File: src/rtl/uart_tx.sv
// uart_tx: 8N1 UART transmitter.
// A frame is one start bit (0), eight data bits sent LSB first, then one stop bit (1).
// A free-running baud counter sets the bit timing. It restarts at every bit boundary,
// so each bit lasts exactly CLKS_PER_BIT clocks and timing does not drift across a frame.
module uart_tx #(
    parameter int CLK_FREQ     = 12000000,
    parameter int BAUD_RATE    = 9600,
    parameter int CLKS_PER_BIT = CLK_FREQ / BAUD_RATE
) (
    input  logic       clock,
    input  logic       reset,
    input  logic       start,
    input  logic [7:0] data_in,
    output logic       tx,
    output logic       busy
);

    localparam int              CNT_W    = (CLKS_PER_BIT > 1) ? $clog2(CLKS_PER_BIT) : 1;
    localparam logic [CNT_W-1:0] CNT_LAST = CNT_W'(CLKS_PER_BIT - 1);

    typedef enum logic [1:0] {
        IDLE  = 2'd0,
        START = 2'd1,
        DATA  = 2'd2,
        STOP  = 2'd3
    } state_t;

    state_t           state, next_state;
    logic [CNT_W-1:0] baud_cnt, baud_cnt_next;
    logic [2:0]       bit_idx, bit_idx_next;
    logic [7:0]       shift_reg, shift_reg_next;
    logic             tx_next, busy_next;
    logic             baud_done;

    // A bit period ends on the last count of the baud counter.
    assign baud_done = (baud_cnt == CNT_LAST);

    // State and datapath registers. tx and busy are registered, so the pin never glitches.
    // NOTE: use a synchronous reset because it is sampled on the clock edge, and reset every
    // register (including the shift register) so that an aborted frame leaves nothing behind.
    always_ff @(posedge clock) begin
        if (reset) begin
            // NOTE: assign sequential state with non-blocking (<=) so that every register updates from pre-edge values.
            state     <= IDLE;
            baud_cnt  <= '0;
            bit_idx   <= '0;
            shift_reg <= '0;
            tx        <= 1'b1;
            busy      <= 1'b0;
        end else begin
            state     <= next_state;
            baud_cnt  <= baud_cnt_next;
            bit_idx   <= bit_idx_next;
            shift_reg <= shift_reg_next;
            tx        <= tx_next;
            busy      <= busy_next;
        end
    end

    // Next-state logic: move through the frame phases on baud boundaries.
    always_comb begin
        // NOTE: give every signal a default value first, so that no path through the case infers a latch.
        next_state = state;
        unique case (state)
            IDLE:    if (start)                        next_state = START;
            START:   if (baud_done)                    next_state = DATA;
            DATA:    if (baud_done && bit_idx == 3'd7) next_state = STOP;
            STOP:    if (baud_done)                    next_state = IDLE;
            default:                                   next_state = IDLE;
        endcase
    end

    // Output and datapath logic: compute the values that the registers load at the next edge.
    always_comb begin
        baud_cnt_next  = baud_done ? '0 : baud_cnt + CNT_W'(1);
        bit_idx_next   = bit_idx;
        shift_reg_next = shift_reg;
        tx_next        = tx;
        busy_next      = busy;
        unique case (state)
            IDLE: begin
                baud_cnt_next = '0;
                bit_idx_next  = '0;
                tx_next       = 1'b1;
                busy_next     = 1'b0;
                if (start) begin
                    shift_reg_next = data_in;
                    tx_next        = 1'b0;
                    busy_next      = 1'b1;
                end
            end
            START: begin
                busy_next = 1'b1;
                tx_next   = baud_done ? shift_reg[0] : 1'b0;
            end
            DATA: begin
                busy_next = 1'b1;
                if (baud_done) begin
                    if (bit_idx == 3'd7) begin
                        bit_idx_next = '0;
                        tx_next      = 1'b1;
                    end else begin
                        // Shift right so that the next data bit always sits in bit 0.
                        bit_idx_next   = bit_idx + 3'd1;
                        shift_reg_next = {1'b0, shift_reg[7:1]};
                        tx_next        = shift_reg[1];
                    end
                end
            end
            STOP: begin
                tx_next   = 1'b1;
                busy_next = !baud_done;
            end
            default: begin
                tx_next   = 1'b1;
                busy_next = 1'b0;
            end
        endcase
    end

endmodule

File: config.mk
export PLATFORM = sky130hd
export DESIGN_NAME = uart_tx
export DESIGN_NICKNAME = d
export VERILOG_FILES = /design/src/rtl/uart_tx.sv
export SDC_FILE = /design/constraint.sdc
export NUM_CORES = 1
export LEC_CHECK = 0
export CAP_MARGIN = 20
export CORE_ASPECT_RATIO = 1.75
export CORE_UTILIZATION = 50
export DETAILED_ROUTE_END_ITERATION = 7
export PLACE_DENSITY = 0.75
export REMOVE_ABC_BUFFERS = 1
export SETUP_SLACK_MARGIN = 0.1
export SKIP_CTS_REPAIR_TIMING = 1
export SLEW_MARGIN = 10
export SYNTH_ARGS = -nofsm -noshare
export SYNTH_HDL_FRONTEND = slang
export SYNTH_SLANG_ARGS = --single-unit
File: constraint.sdc
create_clock -name clock -period 1.5 [get_ports clock]
set_input_delay 0.15 -clock clock [delete_from_list [all_inputs] [get_ports clock]]
set_output_delay 0.15 -clock clock [all_outputs]
set_load 0.02 [all_outputs]
==> metrics.txt <==
Setup Skew between 7 and 8 ps; Synth cell types 36; RSZ-0062 raised after global routing yes; vias after detailed routing between 1000 and 1500; sequential area share after synthesis 38.6%; Peak Freq 0.626 GHz; cell internal pwr 2.10 mW; Final GP Congestion 0.752; initial antenna violation count 0; max-slew violations 0; GRT Util Overall 24.6%; area grow syn2layout 51.7%; Bufs on Longest Clock Path 2; Starting Density 53.4%; Synth Flop Type dfxtp_1; outcome finished with violations; ranking of synthesized cells by area dfxtp_1 (39%), ha_1 (8.4%), mux2i_1 (6.7%); Finished Layout Cells 211; crit path max fanout 7; # port buffers 12; failing checks setup timing; drt pass-1 iters 4; critical path capture point type register; CTS clk-pin slew, worst paths 100 ps; clk_lat worst skew 280 ps; FF+latch count, synth 26; yosys warns 0; Tcrit/Tclk final 107%; GRT overflow 0; hold_sp data_in[7]; Final ANT Viol Nets 0; Setup crit start kind register; layout cells sized above 1 43.2%; Hold Crit Endpoint shift_reg[7]; site row count 24; hold depth 3; Req. time, crit path 1650 ps; Routed Wire Length 4490 um; Synth top area share 38.6%; maximum vdd drop roughly 1100 uV; clk sinks 26; post-layout minimum cycle time 1600 ps; slowest CP cell dfxtp_1; first-pass GRT wire length roughly 5100 um; Async SR Flop Fraction 0%; R2R cell count 6; sw power 1.34 mW; max incr delay on CP 380 ps; top post-synthesis cells by count dfxtp_1 (26), nor2_1 (18), a21oi_1 (9), ha_1 (9), mux2i_1 (9); final setup margin -97.7 ps; Worst Hold Class in -> reg; Worst Tran Pin Value 354 ps; Antenna diodes 0; combinational share of power between 50 and 60%; Critical Path AT approximately 1800 ps; placed instance count 201; Root Driver clkbuf_8; RR Endpoint shift_reg[2]; Seq pwr share 29.2%; Register-to-Register Setup Slack -100 ps; vias in the first global route 1242; crit path cell chain ha_1, ha_2, inv_2, a41o_4, a21oi_1, a311oi_2; Max Cap Violations 0; Post-synth EDFFs 0; Die ar. 2910 um2; worst rel slew slack roughly three quarters; Power Dens Cells between 1500 and 2000 nW/um2; num ports 13; fin nets 206; Leak 0.740 nW; max reg flops 11; top-count cell post-synth dfxtp_1; TritonCTS Buffers 3; Final Hold Fails 0; largest net degree at the start of global routing 16; DR iter-0 viols 28; DR WL/cell 21.3 um; average size of a mapped cell 9.36 um2; Setup WS pre-CTS -178 ps; Die X slightly above 40 um; delay-heaviest family, CP compound AO/OA/AOI/OAI gates; CP bufs+invs 1; Core Area around 2500 um2; Final setup viols 18; Residual DRC 0; routed vias/inst roughly 6.4; worst flop-to-flop path startpoint bit_idx[0]; Fin Setup TNS -609 ps; Die Y approximately 71 um; sw frac 39.0%; H-tree levels 1; Post-Synthesis Cells roughly 140; post-DP HPWL 2390 um; Setup CP Type reg -> reg; fillcell total about 150; synthesized area 1350 um2; CTS tree built; clock power share 17.5%; post-synth top area cell dfxtp_1
## layout make-up
cell class | count | area, um2 | area share (%)
multi-input cells | 106 | 1000 | 49.1
flip-flops and latches | 26 | 528 | 25.8
repair buffers | 43 | 387 | 18.9
clock buffers | 3 | 41.3 | 2.02
well taps | 26 | 32.5 | 1.59
clock inverters | 1 | 30.0 | 1.47
inverters | 6 | 22.5 | 1.10
## worst register-to-register path, stage by stage (launching register included)
cell      delay [ps]
dfxtp_1          380
ha_1             180
ha_2             250
inv_2             80
a41o_4           280
a21oi_1          230
a311oi_2          70
## power by group through the flow
stage / Clock [mW] / Sequential [mW] / Combinational [mW]
final: 0.599 / 1.00 / 1.83
after global routing: 0.625 / 1.02 / 1.91
after CTS: 0.591 / 0.959 / 1.26
after detailed placement: 0 / 0.972 / 1.25
after global placement: 0 / 0.962 / 1.20
after floorplan: 0 / 0.975 / 0.684
## stage by stage
stage               hold slack (ps)  power [mW]  utilization [%]  instance area, um2
finish                          525        3.43             81.1                2040
global route                    555        3.55             81.1                2040
CTS                             509        2.81             68.7                1730
detailed placement              493        2.22             65.9                1660
global placement                483        2.16             65.9                1660
floorplan                       219        1.66                -                1300
## how the worst max path moves through the flow
stage / startpoint / endpoint / cells past startpoint
after floorplan: state[0] / bit_idx[0] / 5
after global placement: state[0] / state[1] / 6
after detailed placement: state[0] / state[1] / 6
after CTS: state[0] / state[1] / 6
after global routing: bit_idx[0] / shift_reg[2] / 6
final: bit_idx[0] / shift_reg[2] / 6
## placed cells by master (no fill, tap or decap), drive strengths merged, types with 2 or more instances in the layout
cell           netlist  layout
a311oi               7       7
nand2b               2       2
ha                   9       9
nand3                5       5
nand4                5       5
a211oi               2       2
buf                  4      31
xnor2                5       5
nor3                 3       3
xor2                 4       4
and2                 2       2
mux2i                9       9
a31oi                2       2
clkbuf               3       3
inv                  6       6
dfxtp               26      26
nor2                18      18
o21ai                6       6
a21oi                9       9
nand2                4       4
a41o                 1       2
clkdlybuf4s50        0      11
## layer usage
metal	global-route usage, %	routed length, um	vias to the layer above
met4	9.68	159	0
met2	46.0	2520	57
met1	24.2	1630	666
li1	-	-	611
met3	3.13	177	22
met5	0	0	-
## logic make-up (layout without fill, tap and decap cells)
| logic type | after synthesis | count (layout) | synth area share [%] |
|---|---|---|---|
| xor gates and xnor gates | 9 | 9 | 5.85 |
| muxes | 9 | 9 | 6.69 |
| AOI/OAI and AO/OA | 32 | 33 | 16.2 |
| and+or+nand+nor | 46 | 46 | 19.1 |
| buffers and inverters | 13 | 53 | 5.11 |
| adders and majority gates | 9 | 9 | 8.36 |
| DFF | 26 | 26 | 38.6 |
No activity file was read; power rests on OpenSTA's default activity.
